$ cat src/rtl/pe_pkg.sv
// rtl/pe_pkg.sv - shared types and saturation bounds for the weight-stationary PE
package pe_pkg;

    typedef enum logic {
        MODE_WS = 1'b0,
        MODE_OS = 1'b1
    } pe_mode_e;

    // Wide enough to hold any psum + product sum without loss before range checks.
    localparam int SAT_XW = 128;

    function automatic logic signed [SAT_XW-1:0] sat_max(input int w, input bit sgn);
        logic signed [SAT_XW-1:0] one;
        one = SAT_XW'(1);
        return sgn ? (one <<< (w - 1)) - one : (one <<< w) - one;
    endfunction

    function automatic logic signed [SAT_XW-1:0] sat_min(input int w, input bit sgn);
        logic signed [SAT_XW-1:0] one;
        one = SAT_XW'(1);
        return sgn ? -(one <<< (w - 1)) : '0;
    endfunction

endpackage

$ cat src/rtl/processing_element_ws_dbuf_lane.sv
// rtl/processing_element_ws_dbuf_lane.sv - one MAC lane: zero gate, mult pipe, add/acc with saturation
module pe_mac_lane
    import pe_pkg::*;
#(
    parameter int WIDTH_A     = 16,
    parameter int WIDTH_B     = 16,
    parameter int WIDTH_MAC   = 48,
    parameter int STAGE       = 1,
    parameter int SIGNED      = 0,
    parameter int SATURATE    = 0,
    parameter int ZERO_GATING = 1
) (
    input  logic                 clk,
    input  logic                 rst,
    input  logic                 clear,
    input  logic                 in_valid,
    input  logic [WIDTH_A-1:0]   act,
    input  logic [WIDTH_B-1:0]   wei,
    input  logic [WIDTH_MAC-1:0] psum_in,
    input  logic                 ws_fire,
    input  logic                 os_tok,
    input  logic                 dump_go,
    output logic [WIDTH_MAC-1:0] psum_out,
    output logic                 ovf
);
    localparam int PW = 2 * ((WIDTH_A > WIDTH_B) ? WIDTH_A : WIDTH_B);
    localparam logic signed [SAT_XW-1:0] SMAX = sat_max(WIDTH_MAC, SIGNED != 0);
    localparam logic signed [SAT_XW-1:0] SMIN = sat_min(WIDTH_MAC, SIGNED != 0);

    function automatic logic [PW-1:0] mul(input logic [WIDTH_A-1:0] a, input logic [WIDTH_B-1:0] b);
        logic [PW-1:0] ax, bx;
        if (SIGNED != 0) begin
            ax = PW'($signed(a));
            bx = PW'($signed(b));
        end else begin
            ax = PW'(a);
            bx = PW'(b);
        end
        return ax * bx;
    endfunction

    logic                 gate_in;
    logic [PW-1:0]        prod_d;
    logic [WIDTH_MAC-1:0] psum_d;
    logic [WIDTH_MAC-1:0] acc, base, res;
    logic [PW-1:0]        addend;
    logic signed [SAT_XW-1:0] base_x, prod_x, sum_x;
    logic                 oor;

    assign gate_in = (ZERO_GATING != 0) && ((act == '0) || (wei == '0));

    generate
        if (STAGE == 0) begin : g_comb
            assign prod_d = (gate_in || !in_valid) ? '0 : mul(act, wei);
            assign psum_d = psum_in;
        end else begin : g_pipe
            logic [WIDTH_A-1:0]   a_q;
            logic [WIDTH_B-1:0]   w_q;
            logic                 zero_q;
            logic [WIDTH_MAC-1:0] ps_q [STAGE];
            logic [PW-1:0]        prod_s1;

            // Operand regs hold on gated tokens so the multiplier inputs do not toggle.
            always_ff @(posedge clk or posedge rst) begin
                if (rst) begin
                    a_q <= '0; w_q <= '0; zero_q <= 1'b0;
                    for (int i = 0; i < STAGE; i++) ps_q[i] <= '0;
                end else if (clear) begin
                    a_q <= '0; w_q <= '0; zero_q <= 1'b0;
                    for (int i = 0; i < STAGE; i++) ps_q[i] <= '0;
                end else begin
                    if (in_valid && !gate_in) begin
                        a_q <= act;
                        w_q <= wei;
                    end
                    zero_q   <= gate_in;
                    ps_q[0]  <= psum_in;
                    for (int i = 1; i < STAGE; i++) ps_q[i] <= ps_q[i-1];
                end
            end

            assign prod_s1 = zero_q ? '0 : mul(a_q, w_q);
            assign psum_d  = ps_q[STAGE-1];

            if (STAGE > 1) begin : g_deep
                logic [PW-1:0] pr_q [STAGE-1];
                always_ff @(posedge clk or posedge rst) begin
                    if (rst) begin
                        for (int i = 0; i < STAGE - 1; i++) pr_q[i] <= '0;
                    end else if (clear) begin
                        for (int i = 0; i < STAGE - 1; i++) pr_q[i] <= '0;
                    end else begin
                        pr_q[0] <= prod_s1;
                        for (int i = 1; i < STAGE - 1; i++) pr_q[i] <= pr_q[i-1];
                    end
                end
                assign prod_d = pr_q[STAGE-2];
            end else begin : g_shallow
                assign prod_d = prod_s1;
            end
        end
    endgenerate

    // One shared adder: WS adds to the northern psum, OS and dump add to the accumulator.
    always_comb begin
        base   = ws_fire ? psum_d : acc;
        addend = (ws_fire || os_tok) ? prod_d : '0;
        if (SIGNED != 0) begin
            base_x = SAT_XW'($signed(base));
            prod_x = SAT_XW'($signed(addend));
        end else begin
            base_x = SAT_XW'(base);
            prod_x = SAT_XW'(addend);
        end
        sum_x = base_x + prod_x;
        res   = sum_x[WIDTH_MAC-1:0];
        oor   = 1'b0;
        if (sum_x > SMAX) begin
            oor = 1'b1;
            if (SATURATE != 0) res = SMAX[WIDTH_MAC-1:0];
        end else if (sum_x < SMIN) begin
            oor = 1'b1;
            if (SATURATE != 0) res = SMIN[WIDTH_MAC-1:0];
        end
    end

    assign ovf = oor && (ws_fire || os_tok || dump_go);

    always_ff @(posedge clk or posedge rst) begin
        if (rst) begin
            psum_out <= '0;
            acc      <= '0;
        end else if (clear) begin
            psum_out <= '0;
            acc      <= '0;
        end else if (ws_fire) begin
            psum_out <= res;
        end else if (dump_go) begin
            psum_out <= res;
            acc      <= '0;
        end else if (os_tok) begin
            acc <= res;
        end
    end

endmodule

$ cat src/rtl/processing_element_ws_dbuf.sv
// rtl/processing_element_ws_dbuf.sv - multi-lane weight-stationary PE with double-buffered weights
module processing_element_ws_dbuf
    import pe_pkg::*;
#(
    parameter int WIDTH_A     = 16,
    parameter int WIDTH_B     = 16,
    parameter int WIDTH_MAC   = 48,
    parameter int LANES       = 2,
    parameter int STAGE       = 1,
    parameter int SIGNED      = 0,
    parameter int SATURATE    = 0,
    parameter int ZERO_GATING = 1
) (
    input  logic                         clk,
    input  logic                         rst,
    input  logic                         clear,
    input  logic                         mode_os,
    input  logic [LANES*WIDTH_A-1:0]     act_in,
    input  logic                         act_valid_in,
    output logic [LANES*WIDTH_A-1:0]     act_out,
    output logic                         act_valid_out,
    input  logic [LANES*WIDTH_B-1:0]     wei_in,
    input  logic                         wei_valid_in,
    output logic [LANES*WIDTH_B-1:0]     wei_out,
    output logic                         wei_valid_out,
    input  logic                         swap_in,
    output logic                         swap_out,
    input  logic [LANES*WIDTH_MAC-1:0]   psum_in,
    input  logic                         dump_in,
    output logic [LANES*WIDTH_MAC-1:0]   psum_out,
    output logic                         psum_valid,
    output logic                         sat_flag
);
    logic [LANES*WIDTH_B-1:0] shadow, active;
    logic                     shadow_full, dump_def;
    logic                     tok_v;
    pe_mode_e                 tok_mode;
    logic                     ws_fire, os_tok, dump_req, dump_go;
    logic [LANES-1:0]         lane_ovf;

    generate
        if (STAGE == 0) begin : g_nopipe
            assign tok_v    = act_valid_in;
            assign tok_mode = pe_mode_e'(mode_os);
        end else begin : g_pipe
            logic [STAGE-1:0] v_q, m_q;
            always_ff @(posedge clk or posedge rst) begin
                if (rst) begin
                    v_q <= '0;
                    m_q <= '0;
                end else if (clear) begin
                    v_q <= '0;
                    m_q <= '0;
                end else begin
                    v_q[0] <= act_valid_in;
                    m_q[0] <= mode_os;
                    for (int i = 1; i < STAGE; i++) begin
                        v_q[i] <= v_q[i-1];
                        m_q[i] <= m_q[i-1];
                    end
                end
            end
            assign tok_v    = v_q[STAGE-1];
            assign tok_mode = pe_mode_e'(m_q[STAGE-1]);
        end
    endgenerate

    // A WS result owns psum_out this cycle; a coincident dump waits one cycle.
    assign ws_fire  = tok_v && (tok_mode == MODE_WS);
    assign os_tok   = tok_v && (tok_mode == MODE_OS);
    assign dump_req = dump_in || dump_def;
    assign dump_go  = dump_req && !ws_fire;

    generate
        for (genvar l = 0; l < LANES; l++) begin : g_lane
            pe_mac_lane #(
                .WIDTH_A(WIDTH_A), .WIDTH_B(WIDTH_B), .WIDTH_MAC(WIDTH_MAC), .STAGE(STAGE),
                .SIGNED(SIGNED), .SATURATE(SATURATE), .ZERO_GATING(ZERO_GATING)
            ) u_lane (
                .clk     (clk),
                .rst     (rst),
                .clear   (clear),
                .in_valid(act_valid_in),
                .act     (act_in[l*WIDTH_A +: WIDTH_A]),
                .wei     (active[l*WIDTH_B +: WIDTH_B]),
                .psum_in (psum_in[l*WIDTH_MAC +: WIDTH_MAC]),
                .ws_fire (ws_fire),
                .os_tok  (os_tok),
                .dump_go (dump_go),
                .psum_out(psum_out[l*WIDTH_MAC +: WIDTH_MAC]),
                .ovf     (lane_ovf[l])
            );
        end
    endgenerate

    always_ff @(posedge clk or posedge rst) begin
        if (rst) begin
            act_out <= '0; act_valid_out <= 1'b0; wei_out <= '0; wei_valid_out <= 1'b0;
            swap_out <= 1'b0; shadow <= '0; shadow_full <= 1'b0; active <= '0;
            dump_def <= 1'b0; psum_valid <= 1'b0; sat_flag <= 1'b0;
        end else if (clear) begin
            act_out <= '0; act_valid_out <= 1'b0; wei_out <= '0; wei_valid_out <= 1'b0;
            swap_out <= 1'b0; shadow <= '0; shadow_full <= 1'b0; active <= '0;
            dump_def <= 1'b0; psum_valid <= 1'b0; sat_flag <= 1'b0;
        end else begin
            act_out       <= act_in;
            act_valid_out <= act_valid_in;
            wei_out       <= wei_in;
            swap_out      <= swap_in;
            // First valid word into an empty shadow is consumed; anything else rides the chain.
            if (wei_valid_in && !shadow_full) begin
                shadow        <= wei_in;
                shadow_full   <= 1'b1;
                wei_valid_out <= 1'b0;
            end else begin
                wei_valid_out <= wei_valid_in;
            end
            if (swap_in && shadow_full) begin
                active      <= shadow;
                shadow_full <= 1'b0;
            end
            dump_def   <= dump_req && ws_fire;
            psum_valid <= ws_fire || dump_go;
            sat_flag   <= sat_flag || (|lane_ovf);
        end
    end

endmodule
$ cat config.mk
export PLATFORM = sky130hd
export DESIGN_NAME = processing_element_ws_dbuf
export DESIGN_NICKNAME = d
export VERILOG_FILES = /design/src/rtl/pe_pkg.sv /design/src/rtl/processing_element_ws_dbuf_lane.sv /design/src/rtl/processing_element_ws_dbuf.sv
export SDC_FILE = /design/constraint.sdc
export NUM_CORES = 2
export LEC_CHECK = 0
export BUFFER_PORTS_ARGS = -buffer_cell sky130_fd_sc_hd__buf_2
export CELL_PAD_IN_SITES_DETAIL_PLACEMENT = 0
export CELL_PAD_IN_SITES_GLOBAL_PLACEMENT = 1
export CORE_ASPECT_RATIO = 2
export CORE_UTILIZATION = 43
export CTS_CLUSTER_SIZE = 14
export DETAILED_ROUTE_END_ITERATION = 6
export PLACE_DENSITY = 0.88
export SYNTH_ARGS = -nofsm -noshare
export SYNTH_HDL_FRONTEND = slang
export SYNTH_SLANG_ARGS = --single-unit
$ cat constraint.sdc
create_clock -name clk -period 16.95 [get_ports clk]
set_input_delay 2.5425 -clock clk [delete_from_list [all_inputs] [get_ports clk]]
set_output_delay 2.5425 -clock clk [all_outputs]
set_load 0.02 [all_outputs]
Word level (Yosys, flattened, before mapping)
Cells that the tools add are included.

Word-level logic and storage cells: 121. Bits of input ports: 168. Register bits: 490.

Magnitude comparators: 4. Bitwise operators: 1. Reduce and logical (&&, ||, !) cells: 34. Multiplexer cells: 53. Equality and inequality tests: 1. Add/subtract/negate cells: 2. Multipliers: 2.

Operators by type and width (number): $mux W48 (18); $mux W32 (10); $gt A128 B49 Y1 const B (2); $lt A128 B1 Y1 const B (2); $mux W16 (8); $add A48 B32 Y49 (2); $logic_not A16 Y1 (4); $mul A16 B16 Y32 (2); $mux W1 (17); $logic_and A1 B1 Y1 (10); $reduce_bool A3 Y1 (3); $reduce_bool A2 Y1 (4); $logic_or A1 B1 Y1 (7); $logic_not A1 Y1 (4); $ne A2 B2 Y1 const B (1); $reduce_and A2 Y1 (1); $reduce_or A2 Y1 (1); $not A1 Y1 (1).

Longest topological paths before layout
Word-level depth: 12. Depth in mapped cells: 35. Depth with buffers taken out: 33.

Hierarchy
Synthesis repeated with hierarchy kept, for this count alone.

Cells, all modules: 4190. Area, all modules: 40742.8 µm².

Modules (own cells, without submodules): pe_mac_lane (g_lane[1].u_lane) (area an instance 18086.1 µm², times used 1, cells each 1967, seq. area each 4429.2 µm²); pe_mac_lane (g_lane[0].u_lane) (area an instance 17453.0 µm², times used 1, cells each 1821, seq. area each 4429.2 µm²); processing_element_ws_dbuf (area an instance 5203.7 µm², times used 1, cells each 402, seq. area each 3403.3 µm²).

Worst setup path after synthesis
No wires, ideal clock.

Path type: register to register. Start point: reg g_lane[0].u_lane.g_pipe.w_q[9]. End point: reg g_lane[0].u_lane.acc[44]. Path buffers: 3. Stages on the path, launching flop included: 34. Library setup time: 0.121 ns. Path slack: 8.785 ns. Arrival: 8.044 ns. Period minus slack after synthesis: 8.165 ns. Cell sequence: dfrtp_1 > clkbuf_1 > clkbuf_1 > nand2_1 > fa_1 > inv_1 > fa_1 > inv_1 > fa_1 > inv_1 > fa_1 > fa_1 > inv_1 > fa_1 > inv_1 > ha_1 > nand4_1 > nor3_1 > or4b_1 > o211a_2 > o21bai_1 > a21oi_1 > xor2_1 > nor2_1 > ha_1 > clkbuf_1 > nand2_1 > nor4b_1 > a311oi_2 > a21oi_4 > o31ai_4 > or3_1 > xor2_1 > a22o_1.

Cells in the longest elaborated chain, start to end: 8.

RTL lines: start: declaration (RTL line processing_element_ws_dbuf_lane.sv:58) `logic [WIDTH_B-1:0] w_q;`; start signal: assignment (RTL line processing_element_ws_dbuf_lane.sv:74) `w_q <= wei;`; $mul A16 B16 Y32 (RTL line processing_element_ws_dbuf_lane.sv:39) `return ax * bx;`; $mux W32 (RTL line processing_element_ws_dbuf_lane.sv:82) `assign prod_s1 = zero_q ? '0 : mul(a_q, w_q);`; $mux W32 (RTL line processing_element_ws_dbuf_lane.sv:107) `addend = (ws_fire || os_tok) ? prod_d : '0;`; $add A48 B32 Y49 (RTL line processing_element_ws_dbuf_lane.sv:115) `sum_x = base_x + prod_x;`; $mux W48 (RTL line processing_element_ws_dbuf_lane.sv:141) `end else if (os_tok) begin`; $mux W48 (RTL line processing_element_ws_dbuf_lane.sv:138) `end else if (dump_go) begin`; $mux W48 (RTL line processing_element_ws_dbuf_lane.sv:136) `end else if (ws_fire) begin`; $mux W48 (RTL line processing_element_ws_dbuf_lane.sv:133) `end else if (clear) begin`; end signal: assignment (RTL line processing_element_ws_dbuf_lane.sv:142) `acc <= res;`; end: declaration (RTL line processing_element_ws_dbuf_lane.sv:45) `logic [WIDTH_MAC-1:0] acc, base, res;`.

No other way between the ends. The select of a mux whose other input is x is not followed. A chain may end at the register's enable or synchronous reset.

Final worst setup path
Start point: reg g_lane[1].u_lane.g_pipe.w_q[9]. End point: reg g_lane[1].u_lane.psum_out[42].

Cells in the longest elaborated chain, start to end: 7.

RTL lines: start: declaration (RTL line processing_element_ws_dbuf_lane.sv:58); start signal: assignment (RTL line processing_element_ws_dbuf_lane.sv:74); $mul A16 B16 Y32 * (RTL line processing_element_ws_dbuf_lane.sv:39); $mux W32 * (RTL line processing_element_ws_dbuf_lane.sv:82); $mux W32 * (RTL line processing_element_ws_dbuf_lane.sv:107); $add A48 B32 Y49 * (RTL line processing_element_ws_dbuf_lane.sv:115); $mux W48 (RTL line processing_element_ws_dbuf_lane.sv:138); $mux W48 * (RTL line processing_element_ws_dbuf_lane.sv:136); $mux W48 * (RTL line processing_element_ws_dbuf_lane.sv:133); end signal: assignment (RTL line processing_element_ws_dbuf_lane.sv:137) `psum_out <= res;`; end signal: assignment (RTL line processing_element_ws_dbuf_lane.sv:139) `psum_out <= res;`; end: declaration (RTL line processing_element_ws_dbuf_lane.sv:23) `output logic [WIDTH_MAC-1:0] psum_out,`.

Every way passes the cells marked *; elsewhere a longest branch is shown, timed or not. The select of a mux whose other input is x is not followed.

==> results list <==
* Outcome: finished clean
- Among all cell types in the netlist, the one instantiated most often is sky130_fd_sc_hd__nand2_1.
- Startpoint of the worst-slack reg-to-reg timing path: g_lane[1].u_lane.g_pipe.w_q[9]
* Library cell used as clock root buffer: sky130_fd_sc_hd__clkbuf_16
- The floorplan step defined a die boundary enclosing 93600 sq um.
- Worst Reg2Reg Path Length in Cells: 31
- During synthesis, Yosys emitted a total of 0 warnings.
- The H-tree generated during clock tree synthesis spans 2 levels.
- NumNets Final: 5232
- From left edge to right edge, the die measures 217 microns.
- The number of global-route vias before repair came to 32700.
* First-pass detailed-route iteration total: 5
- Post-route ant nets: 0
- Number of placed instances with taps included: 5547
- The routed design has 115000 microns of wire.
* Number of nets produced by synthesis: 5035
- For this run the aggregate overflow at the end of global routing stands at 0.
* Most common library cells after synthesis: 741 x sky130_fd_sc_hd__nand2_1, 502 x sky130_fd_sc_hd__inv_1, 490 x sky130_fd_sc_hd__dfrtp_1, 390 x sky130_fd_sc_hd__fa_1, 272 x sky130_fd_sc_hd__ha_1
- The congestion estimate from routability-driven global placement came to 0.946.
* Setup repair after global routing missed its margin: false
* Largest net degree at the start of global routing: 173
- The top cell type by area accounts for 30.9% of the synthesized area.
- Fraction of layout cells with a size suffix above 1: 10.9%
- The path class of the tightest hold or removal check is register to register.
* Avg WL per Cell: 20.4 microns
* TNS Setup: 0 ns
- The largest total area in the synthesized netlist belongs to sky130_fd_sc_hd__dfrtp_1.
* Fin Clk Skew: 0.0220 ns
- CP required: 17.44 ns
- Synthesis produced 4205 cells.
* Number of antenna cells inserted: 0
* Async set-reset flop share out of synthesis: 100%
- Cells resized by post-CTS repair: 0
* Type of element launching the critical path: register
- Buffers placed on the I/O ports in this run total 332.
- Setup Viol. Count Final: 0
* Setup fix buffers added after clock tree synthesis: 0
* Max-Cap Viols: 0
- Relative slew margins: 15.3%
- In this run, synthesis produced a sequential element count of 490.
- Critical path's most frequent cell: sky130_fd_sc_hd__fa_1
- Hold repair after CTS inserted 0 buffers.
* F_max: 0.109 GHz
- Summing every instance area after synthesis gives 39700 sq um.
- STA classifies the critical path endpoint as a register.
- Area added between synthesis and finish: 10.1%
* Source of the worst hold timing path: g_lane[1].u_lane.psum_out[38]
- Tcrit/Tclk final: 53.9%
* Most used flip-flop cell after synthesis: sky130_fd_sc_hd__dfrtp_1
- Fillers: 8791
* First-pass GRT wire length: 183000 microns
* Worst setup path category: register to register
- Reg2reg setup slack: 7.81 ns
- Total design power: 2.51 mW
* Sequential fraction of the synthesis area: 30.9%
* Y dimension of the die: 432 microns
- In the routed layout, each cell is associated on average with a via count of 5.46.
* Detailed-route via count: 30700
- Yosys mapped a number of flops with a built-in enable equal to 0.
- The path with the worst hold slack has its endpoint at g_lane[1].u_lane.psum_out[38].
- The floorplan has 157 rows.
- Area inside the core boundary: 91500 sq um
- Maximum vdd drop: 0.0000784 V
- Counting instances, the worst hold path has a depth of 2.
* Period minus WS final: 9.14 ns
- The longest clock path from root to sink contains 3 buffers.
- Leading cell types by total area after synthesis: sky130_fd_sc_hd__dfrtp_1 31%, sky130_fd_sc_hd__fa_1 20%, sky130_fd_sc_hd__ha_1 8.6%
* Effective utilization at floorplan: 43.4%
* Number of buffers inserted during clock tree synthesis: 45
* TritonCTS clock tree: yes
- Of all nets on the critical path, the largest fanout is 17.
- Post-layout utilization of the core: 47.7%
- After detailed routing, the number of remaining DRC violations is 0.
* Cell with the biggest individual delay on the critical path: sky130_fd_sc_hd__dfrtp_1
* Gr usage total: 25.1%
- For the worst-skew pair, the clock arrives at the later sink with an insertion delay of 0.61 ns.
- The count of cells in the finished layout, fillers not included, comes to 5621.
- IO Pins: 333
- Initial antenna violation count: 2
- The final number of max-transition violations is 0.
* Critical path data arrival time: 9.63 ns
* Crit-path max cell delay: 0.86 ns
* Average size of a mapped cell: 9.44 sq um
- Power density over the cells: 57.5 nW/um^2
- Count of distinct cell types in the synthesized netlist: 83
- Final HPWL from detailed placement: 87700 microns
- For the pin with the worst max-slew slack, the measured transition is 1.27 ns.
- The analysis attributes to cell leakage a power of 22.4 nW.
* Reg-to-Reg End: g_lane[1].u_lane.psum_out[42]
- Number of hold violations in the final report: 0
- Iteration-0 DRC count of the detailed router: 1882
- Tracing the worst setup path back leads to its startpoint at g_lane[1].u_lane.g_pipe.w_q[9].
- Clock sink count: 490
* Clock-pin slew reported for the worst setup and hold paths after clock tree synthesis: 0.07 ns
## metal layers
metal / global-route usage (%) / part of all wire (%) / up-vias
met5: 0 / 0 / -
met4: 10.6 / 4.4 / 0
met3: 3.19 / 5.1 / 242
met2: 45.4 / 52 / 954
met1: 29.7 / 38 / 15500
li1: - / - / 14000
## per-stage QoR
| step | setup slack (ns) | hold slack, ns | area [sq um] |
|---|---|---|---|
| after floorplan | 0.731 | 0.450 | 39700 |
| after global placement | 7.87 | 0.461 | 42300 |
| after detailed placement | 7.82 | 0.469 | 42300 |
| after CTS | 7.77 | 0.484 | 43700 |
| after global routing | 7.29 | 0.512 | 43700 |
| final | 7.81 | 0.484 | 43700 |
## where the power goes
group | leakage, nW | switching, mW | total, mW | internal [mW]
logic | 15.1 | 0.158 | 0.227 | 0.0696
registers | 6.62 | 0.0562 | 1.26 | 1.21
clock network | 0.695 | 0.473 | 1.02 | 0.552
total | 22.4 | 0.686 | 2.51 | 1.83
## placed cells by master (no fill, tap or decap), types with 58 or more instances in the layout
cell / n
sky130_fd_sc_hd__o21ai_0: 68
sky130_fd_sc_hd__nand3_1: 58
sky130_fd_sc_hd__and2_1: 240
sky130_fd_sc_hd__inv_1: 501
sky130_fd_sc_hd__a22o_1: 198
sky130_fd_sc_hd__nand2_1: 741
sky130_fd_sc_hd__ha_1: 272
sky130_fd_sc_hd__dfrtp_1: 490
sky130_fd_sc_hd__buf_2: 331
sky130_fd_sc_hd__a21oi_1: 171
sky130_fd_sc_hd__nor2_1: 121
sky130_fd_sc_hd__xnor2_1: 87
sky130_fd_sc_hd__nor2b_1: 178
sky130_fd_sc_hd__fa_1: 390
## state kept, by name (all words and copies together) (netlist names), 32 cells and up
signal,cells
wei_out,32
g_lane.u_lane.g_pipe.w_q,32
g_lane.u_lane.acc,96
g_lane.u_lane.g_pipe.a_q,32
shadow,32
act_out,32
g_lane.u_lane.psum_out,96
active,32
g_lane.u_lane.g_pipe.ps_q,96
## worst max-delay path: cells and delay by family (launching register included)
kind                       cells  cell delay [ns]
AOI/OAI and AO/OA             10             2.36
and+or+nand+nor                6             1.21
buffers and inverters          5             0.27
adders and majority gates      8             3.93
DFF                            1             0.86
xor gates and xnor gates       2             0.39
## logic make-up (layout without fill, tap and decap cells)
group                      Yosys count  after routing  share of synthesized area, %
and+or+nand+nor                   1497           1497                          18.0
xor gates and xnor gates           133            133                          2.93
DFF                                490            490                          30.9
AOI/OAI and AO/OA                  661            661                          11.7
buffers and inverters              712            936                          6.84
muxes                               50             50                          1.32
adders and majority gates          662            662                          28.2
## final cells by class
| cell class | count | area, sq um | area share (%) |
|---|---|---|---|
| Multi-Input combinational cell | 3003 | 24800 | 56.7 |
| Tap cell | 1192 | 1490 | 3.41 |
| Inverter | 503 | 1900 | 4.34 |
| Clock inverter | 11 | 105 | 0.240 |
| Sequential cell | 490 | 12300 | 28.1 |
| Clock buffer | 63 | 1310 | 2.99 |
| Timing Repair Buffer | 359 | 1890 | 4.31 |
## how the worst max path moves through the flow
stage               depth (start not counted)  slack, ns                            end
finish                                     31       7.81  g_lane[1].u_lane.psum_out[42]
global route                               31       7.29       g_lane[0].u_lane.acc[44]
CTS                                        30       7.77  g_lane[0].u_lane.psum_out[44]
floorplan                                   1       0.73                     act_out[0]
global placement                           30       7.87  g_lane[0].u_lane.psum_out[44]
detailed placement                         30       7.82  g_lane[0].u_lane.psum_out[44]
No activity file was read; power rests on OpenSTA's default activity.
